### config.mk
export PLATFORM = sky130hd
export DESIGN_NAME = codificador_sequencial
export DESIGN_NICKNAME = d
export VERILOG_FILES = /design/src/rtl/codificador_sequencial.sv
export SDC_FILE = /design/constraint.sdc
export NUM_CORES = 1
export LEC_CHECK = 0
export BUFFER_PORTS_ARGS = -buffer_cell sky130_fd_sc_hd__buf_2
export CAP_MARGIN = 20
export CORE_MARGIN = 5
export CORE_UTILIZATION = 45
export CTS_CLUSTER_SIZE = 12
export DETAILED_ROUTE_END_ITERATION = 8
export PLACE_DENSITY_LB_ADDON = 0.25
export SETUP_SLACK_MARGIN = 0.2
export SYNTH_ARGS = -nofsm -noshare
export SYNTH_HDL_FRONTEND = slang
export SYNTH_SLANG_ARGS = --single-unit
### constraint.sdc
create_clock -name clk -period 1.7 [get_ports clk]
set_input_delay 0.085 -clock clk [delete_from_list [all_inputs] [get_ports clk]]
set_output_delay 0.085 -clock clk [all_outputs]
set_load 0.1 [all_outputs]
### src/rtl/codificador_sequencial.sv
// rtl/codificador_sequencial.sv - sequential priority encoder: captures an 8-bit snapshot and emits each set index with a valid/ready handshake.
// Optional build macro CODIFICADOR_MSB_FIRST_EN: emit indices highest-first instead of lowest-first.
module codificador_sequencial (
  input  logic       clk,
  input  logic       rst_n,
  input  logic [7:0] d,
  input  logic       start,
  input  logic       ready,
  output logic [2:0] a,
  output logic       valid,
  output logic       busy,
  output logic       done,
  output logic [3:0] total
);

  typedef enum logic [1:0] {IDLE, SCAN, DONE} state_t;

  state_t     state;
  logic [7:0] mask;
  logic [7:0] mask_next;

  // Index of the next bit to emit; the loop direction sets the emission order.
  function automatic logic [2:0] pick(input logic [7:0] m);
    logic [2:0] idx;
    idx = 3'd0;
`ifdef CODIFICADOR_MSB_FIRST_EN
    for (int i = 0; i < 8; i++)
      if (m[i]) idx = 3'(i);
`else
    for (int i = 7; i >= 0; i--)
      if (m[i]) idx = 3'(i);
`endif
    return idx;
  endfunction

  function automatic logic [3:0] popcount(input logic [7:0] m);
    logic [3:0] cnt;
    cnt = 4'd0;
    for (int i = 0; i < 8; i++)
      cnt = cnt + {3'd0, m[i]};
    return cnt;
  endfunction

  always_comb begin
    mask_next = mask & ~(8'd1 << a);
  end

  always_ff @(posedge clk or negedge rst_n) begin
    if (!rst_n) begin
      state <= IDLE;
      mask  <= 8'd0;
      a     <= 3'd0;
      valid <= 1'b0;
      busy  <= 1'b0;
      done  <= 1'b0;
      total <= 4'd0;
    end else begin
      case (state)
        IDLE: begin
          if (start) begin
            mask  <= d;
            total <= popcount(d);
            a     <= pick(d);
            busy  <= 1'b1;
            if (d != 8'd0) begin
              state <= SCAN;
              valid <= 1'b1;
            end else begin
              state <= DONE;
              done  <= 1'b1;
            end
          end
        end
        SCAN: begin
          if (ready) begin
            mask <= mask_next;
            if (mask_next == 8'd0) begin
              state <= DONE;
              valid <= 1'b0;
              a     <= 3'd0;
              done  <= 1'b1;
            end else begin
              a <= pick(mask_next);
            end
          end
        end
        DONE: begin
          state <= IDLE;
          done  <= 1'b0;
          busy  <= 1'b0;
          valid <= 1'b0;
          a     <= 3'd0;
          mask  <= 8'd0;
        end
        default: begin
          state <= IDLE;
          mask  <= 8'd0;
          a     <= 3'd0;
          valid <= 1'b0;
          busy  <= 1'b0;
          done  <= 1'b0;
        end
      endcase
    end
  end

endmodule

Word level (Yosys, flattened, before mapping)
Cells that the tools add are included.
{"block": "word_totals", "ff_bits": 20, "input_bits": 12, "out_inout_bits": 10, "wordCells": 73}
{"block": "classes", "add_sub_neg": 7, "n_eq_ne": 6, "shift": 1, "muxes": 40, "bitwise": 3, "reduce_logical": 9}
{"op": "$mux W3", "n": 19}
{"op": "$add A4 B1 Y4", "n": 4}
{"op": "$mux W8", "n": 2}
{"op": "$pmux W8 S2", "n": 1}
{"op": "$ne A2 B2 Y1 const B", "n": 5}
{"op": "$mux W1", "n": 9}
{"op": "$and A8 B8 Y8", "n": 1}
{"op": "$logic_not A8 Y1", "n": 1}
{"op": "$mux W2", "n": 4}
{"op": "$not A8 Y8", "n": 1}
{"op": "$reduce_and A4 Y1", "n": 2}
{"op": "$reduce_bool A8 Y1", "n": 1}
{"op": "$shl A1 B3 Y8 const A", "n": 1}
{"op": "$pmux W1 S2", "n": 3}
{"op": "$pmux W3 S2", "n": 1}
{"op": "$reduce_and A2 Y1", "n": 3}
{"op": "$add A3 B1 Y4", "n": 1}
{"op": "$pmux W2 S2", "n": 1}
{"op": "$add A2 B1 Y3", "n": 1}
{"op": "$reduce_and A3 Y1", "n": 1}
{"op": "$add A1 B1 Y2", "n": 1}
{"op": "$eq A2 B1 Y1 const B", "n": 1}
{"op": "$logic_not A2 Y1", "n": 1}
{"op": "$not A1 Y1", "n": 1}

Longest topological paths before layout
Gate-level depths: netlist of run 1.
{"block": "logic_depth", "ltp_word": 14, "ltp_mapped": 10, "ltp_nobuf": 10}

Worst setup path after synthesis of run 1
OpenSTA, ideal clock, no wires.
{"block": "synth_timing", "path_type": "input port to flip-flop", "start": "input port d[0]", "end": "register total[2]", "setup_ps": 83, "arrival_time_ps": 2416, "required_time_ps": 1617, "path_slack_ps": -799, "cell_stages": 10, "n_path_buf": 0, "path_cell_list": "fa_1 > inv_1 > fa_1 > fa_1 > inv_1 > ha_1 > inv_1 > fa_1 > xor2_1 > o21ai_0"}
{"block": "synth_between", "elab_chain_cells": 7}
{"element": "from (decl)", "line_no": "6", "source": "input logic [7:0] d,"}
{"element": "$add A1 B1 Y2", "line_no": "40", "source": "cnt = cnt + {3'd0, m[i]};"}
{"element": "$add A2 B1 Y3", "line_no": "40"}
{"element": "$add A3 B1 Y4", "line_no": "40"}
{"element": "$add A4 B1 Y4 (4 in a row)", "line_no": "40"}
{"element": "to (signal assigned)", "line_no": "62", "source": "total <= popcount(d);"}
{"element": "to (decl)", "line_no": "13", "source": "output logic [3:0] total"}
Every way passes these cells.
A chain may end at the register's enable or synchronous reset.

Final worst setup path of run 1
Ends and elaborated chain as after synthesis.

==> results of run 1 <==
## state kept, by name, indices dropped and copies added, names as in the netlist
register,count
a,3
done,1
state,2
busy,1
total,4
mask,8
valid,1
## what timing repair did
| item | in CTS | in global routing |
|---|---|---|
| pin swaps | 10 | 4 |
| gates resized for setup | 13 | 3 |
| endpoints found under the setup margin | 11 | 11 |
| setup buffers | 1 | 3 |
| hold buffers | 1 | 0 |
| endpoints found under the hold margin | 20 | 0 |
## per-layer routing
metal / global-route usage / up-vias / wire length [um]
li1: - / 679 / -
met1: 0.247 / 660 / 1640
met2: 0.317 / 49 / 1810
met3: 0.0219 / 9 / 175
met4: 0.0787 / 0 / 104
met5: 0 / - / 0
## per-stage QoR
| step | hold slack (ps) | setup slack (ps) |
|---|---|---|
| floorplan | -211 | -752 |
| global placement | 52.2 | -919 |
| detailed placement | 67.0 | -979 |
| CTS | 101 | -594 |
| global route | 101 | -696 |
| finish | 95.1 | -590 |
## kinds of logic after synthesis
family	after synthesis
XOR/XNOR	1
AO/OA/AOI/OAI	48
adder cells (fa/ha/maj)	8
multiplexers	7
AND/OR/NAND/NOR	61
flip-flops	20
buffers and inverters	23
## final cells by class
type                    instances  area share
multi-input cells             125       0.478
flip-flops and latches         20       0.266
repair buffers                 51       0.184
inverters                      15      0.0293
well taps                      44      0.0287
clock buffers                   4      0.0137
## cells in the final DEF (no fill, tap or decap), drive strengths merged, types with 4 or more instances in the layout
| cell | instances |
|---|---|
| dfrtp | 20 |
| nand2b | 5 |
| nor2b | 4 |
| clkbuf | 4 |
| mux2i | 4 |
| nor2 | 23 |
| inv | 15 |
| a21oi | 9 |
| fa | 4 |
| nand2 | 13 |
| ha | 4 |
| o21ai | 17 |
| buf | 50 |
## where the power goes
group / total (uW) / internal [uW] / switching [uW]
sequential: 903 / 697 / 206
clock: 242 / 91.5 / 151
combinational: 2720 / 1020 / 1700
total: 3870 / 1810 / 2060
## tightest hold or removal path, cell delays in order
cell	delay (ps)
buf_2	110
inv_1	80
o21ai_0	90
## worst paths after layout
check	start	endpoint	slack [ps]	depth (start not counted)
worst max-delay path	d[0]	total[2]	-590	11
worst min-delay path	d[7]	mask[7]	100	3
worst max register to register	a[0]	done	-120	5
worst min register to register	total[0]	total[0]	500	2
max in group asynchronous	rst_n	a[1]	1090	2
min in group asynchronous	rst_n	total[2]	250	2
==> impl_metrics.tcl, run 1 <==
set metrics [dict create \
    status "complete, but fails checks" \
    violations "negative setup slack" \
    maxSlewHeadroom 0.675 \
    die_area_um2 4450 \
    clock_latency_ps 300 \
    ir_worst_vdd_uv 1190 \
    grt_pass1_vias 1447 \
    synth_common_cells "23 x nor2_1, 20 x dfrtp_1, 16 x o21ai_0, 15 x inv_1, 13 x nand2_1" \
    max_cap_violations 0 \
    synth-edff-count 0 \
    yosysMostFrequentCell "nor2_1" \
    cts_sinks 20 \
    cts_max_path_buffers 2 \
    synth_compound_area_frac 0.224 \
    cts_inserted_buffers 3 \
    clkTransAtPathRegs_ps 120 \
    rows 20 \
    rsz0062_at_grt "yes" \
    skew_ps 4.63 \
    path_cells "buf_6, fa_1, inv_1, fa_1, fa_1, inv_2, ha_4, inv_2, fa_2, xor2_1, o21ai_1" \
    ant_nets 0 \
    drive_above_1_share 0.358 \
    timing.final.max_slew_violations 0 \
    synthCells 168 \
    fillCellCount 275 \
    gp_congestion 0.842 \
    via_count 1397 \
    tightestPinTransition_ps 490 \
    synthXorXnorAreaFrac 0.00604 \
    arrival_ps 2530 \
    vias_per_cell 5.39 \
    synth_top_area_frac 0.345 \
    grt_max_degree 21 \
    ys_seq_area_frac 0.345 \
    cp_max_fo 2 \
    cpMostUsedCell "fa_1" \
    dp_cells 250 \
    multi_input_area_um2 917 \
    fp.dieH_um 66.7 \
    start_util 0.471 \
    final_nets 236 \
    fin_crit_sh 1.35 \
    ys_top_cells_by_area "dfrtp_1 35%, nor2_1 6.0%, fa_1 5.5%" \
    diodes 0 \
    synthMuxAreaShare 0.0535 \
    die_w_um 66.7 \
    dpl.hpwl_mm 2.85 \
    seq_area_um2 512 \
    final_area_um2 1920 \
    leakagePower_uw 0.000906 \
    num_io_pins 22 \
    setup_viol 9 \
    critical-path-slowest-cell "fa_1" \
    grt_use_total 0.190 \
    final_core_util 0.624 \
    fin_cells 259 \
    drc_errors 0 \
    cts_max_level 1 \
    syn_to_final_growth_pct 32.6 \
    worst-endpoint-required_ps 1940 \
    syn_nets 188 \
    synth_ff_type "dfrtp_1" \
    hold_class "in2reg" \
    antenna_found_initial 0 \
    synthAdderAreaFrac 0.0898 \
    path_class "in2reg" \
    grt_pass1_wl_mm 6.55 \
    hold_viol 0 \
    synthArstFlopShare 1.00 \
    cts_tree "yes" \
    synth_top_area_cell "dfrtp_1" \
    gr-total-overflow 0 \
    root_buffer "clkbuf_4" \
    synth-simple-area-share 0.213 \
    wire_per_inst_um 14.4 \
    core_um2 3080 \
    powerDensity_nw_per_um2 2010 \
    io_buffer_count 21 \
    placed_area_um2 1800 \
    first_iter_violations 86 \
    wirelength_mm 3.73 \
    ys_warn_count 0 \
    yosysUniqueCellTypes 44 \
    worstSetupEndpointType "flip-flop" \
    tns_ps -2250 \
    period_needed_ps 2290 \
    cpPeakStageDelay_ps 520 \
    first_pass_iters 4 \
    cp_num_buf_inv 4 \
    cp_top_family "adder cells" \
    timing.final.ws_setup_ps -590 \
    synth_top_family_by_area "compound AO/OA/AOI/OAI gates" \
    finalPower_uw 3870 \
    cp-start-kind "input port" \
    synth_seq_cells 20 \
    avgSynthCellArea_um2 8.62 \
    synth_area_um2 1450 \
    fmax_ghz 0.437 \
]
No activity file was read; power rests on OpenSTA's default activity.
==> run 2, diff against run 1 <==
--- a/config.mk
+++ b/config.mk
@@ -5,6 +5,7 @@
 export SDC_FILE = /design/constraint.sdc
 export NUM_CORES = 1
 export LEC_CHECK = 0
+export ABC_AREA = 1
 export BUFFER_PORTS_ARGS = -buffer_cell sky130_fd_sc_hd__buf_2
 export CAP_MARGIN = 20
 export CORE_MARGIN = 5
==> run 2 against run 1 <==
  * The run still ends with negative setup slack left
  * Final cell count is 1.2% lower
  * Synthesized cell count fell by 2.4%
  * Area after synthesis fell by 10%
  * Non-clock buffer count rose by 6
==> impl_metrics.tcl, run 2 <==
set metrics [dict create \
    status "complete, but fails checks" \
    violations "negative setup slack" \
    grt_pass1_vias 1433 \
    ant_nets 0 \
    synth_ff_type "dfrtp_1" \
    cts_max_path_buffers 2 \
    fmax_ghz 0.437 \
    syn_nets 184 \
    gr-total-overflow 0 \
    dpl.hpwl_mm 2.45 \
    first_iter_violations 94 \
    grt_pass1_wl_mm 6.36 \
    regMostFlops "mask" \
    maxSlewHeadroom 0.678 \
    max_cap_violations 0 \
    synth_top_area_frac 0.386 \
    start_util 0.471 \
    first_pass_iters 4 \
    rr_endpoint "a[2]" \
    die_w_um 63.7 \
    fp.dieH_um 63.7 \
    hold_class "in2reg" \
    final_cell_mix "24 x buf_4, 21 x nand2_1, 19 x buf_2, 16 x inv_1, 16 x dfrtp_1" \
    ys_top_cells_by_area "dfrtp_1 39%, nand2_1 11%, inv_1 6.4%" \
    wire_per_inst_um 16.0 \
    hold_viol 0 \
    yosysUniqueCellTypes 23 \
    fin_crit_sh 1.35 \
    worst-endpoint-required_ps 1920 \
    setup_viol 4 \
    cp_max_fo 2 \
    r2r-start "a[2]" \
    reg.largest.list "mask (8), total (4), a (3)" \
    root_buffer "clkbuf_4" \
    syn_to_final_growth_pct 59.9 \
    path_class "in2reg" \
    cts_sinks 20 \
    synthArstFlopShare 1.00 \
    tns_ps -1790 \
    synth_common_cells "38 x nand2_1, 22 x inv_1, 20 x dfrtp_1, 16 x nand3_1, 14 x nor2_1" \
    vias_per_cell 5.65 \
    ff2ff_path_depth 10 \
    gp_congestion 0.899 \
    yosysMostFrequentCell "nand2_1" \
    cts_max_level 1 \
    avgSynthCellArea_um2 7.91 \
    grt_use_total 0.197 \
    clock_latency_ps 320 \
    synthCells 164 \
    final_common_cell "buf_4" \
    period_needed_ps 2290 \
    tightestPinTransition_ps 487 \
    drc_errors 0 \
    ys_seq_area_frac 0.386 \
    cp-start-kind "input port" \
    timing.final.max_slew_violations 0 \
    cts_tree "yes" \
    ys_warn_count 0 \
    core_um2 2760 \
    grt_max_degree 21 \
    rows 19 \
    min_to "state[0]" \
    holdPathStages 3 \
    synth_area_um2 1300 \
    r2r_slack_ps 90 \
    timing.final.ws_setup_ps -589 \
    cts_inserted_buffers 3 \
    synth_seq_cells 20 \
    skew_ps 4.23 \
    clkTransAtPathRegs_ps 120 \
    synth-edff-count 0 \
    largest_reg_flops 8 \
    worstSetupEndpointType "flip-flop" \
    drive_above_1_share 0.538 \
    final_nets 246 \
    num_io_pins 22 \
    fin_hold_ws_ps 48.0 \
    die_area_um2 4060 \
    diodes 0 \
    io_buffer_count 21 \
    wirelength_mm 4.10 \
    hold_start "start" \
    synth_top_area_cell "dfrtp_1" \
    via_count 1446 \
    rsz0062_at_grt "yes" \
    arrival_ps 2500 \
    antenna_found_initial 0 \
]
==> run 2: logic make-up (layout without fill, tap and decap cells) <==
group	Yosys count	after routing	share of synthesized area
AND/OR/NAND/NOR	74	75	0.262
buffers and inverters	28	88	0.0906
flip-flops	20	20	0.386
adder cells (fa/ha/maj)	8	8	0.100
AO/OA/AOI/OAI	33	33	0.154
XOR/XNOR	1	1	0.00675
==> run 2: per-layer routing <==
metal  routed length (um)  share of wire  global-route usage
met1                 1610           0.39               0.237
met2                 2080           0.51               0.336
met5                    0              0                   0
met3                  280          0.068              0.0355
met4                  127          0.031              0.0883
==> run 2: worst max-delay path by stage <==
stage | start | endpoint | depth (start not counted)
final | d[0] | total[1] | 10
after global routing | d[0] | total[1] | 10
after CTS | d[0] | total[1] | 10
after detailed placement | d[0] | total[2] | 11
after global placement | d[0] | total[1] | 10
after floorplan | d[0] | total[1] | 9
==> run 2: stage by stage <==
step | util | worst slack (ps) | instances | instance area [um2]
3_5_place_dp | 0.562 | -994 | 223 | 1550
2_1_floorplan | - | -764 | 164 | 1360
6_report | 0.752 | -589 | 256 | 2070
5_1_grt | 0.752 | -678 | 256 | 2070
4_1_cts | 0.653 | -562 | 244 | 1800
3_3_place_gp | 0.562 | -919 | 223 | 1550
==> run 2: area by class of cell <==
type,count,area (um2)
clock buffers,4,36.3
fillers,187,683
inverters,27,126
multi-input cells,117,928
flip-flops and latches,20,513
well taps,31,38.8
repair buffers,57,432
==> run 2: worst max-delay path, cell delays in order <==
cell,delay [ps]
buf_6,100
fa_1,520
inv_1,50
fa_1,490
fa_1,420
inv_2,80
ha_4,130
inv_2,40
fa_2,530
o21ai_2,60
==> run 2: timing repair <==
action / in CTS / in global routing
resized for setup: 26 / 45
hold endpoints to repair: 20 / 0
endpoints found under the setup margin: 19 / 19
pin swaps: 15 / 27
setup buffers: 16 / 11
cloned: 0 / 1
hold buffers: 1 / 0
Power of run 2 is left out: the tool's default activity adds up to more than one toggle a clock period on the data nets, which glitch-free logic cannot reach.
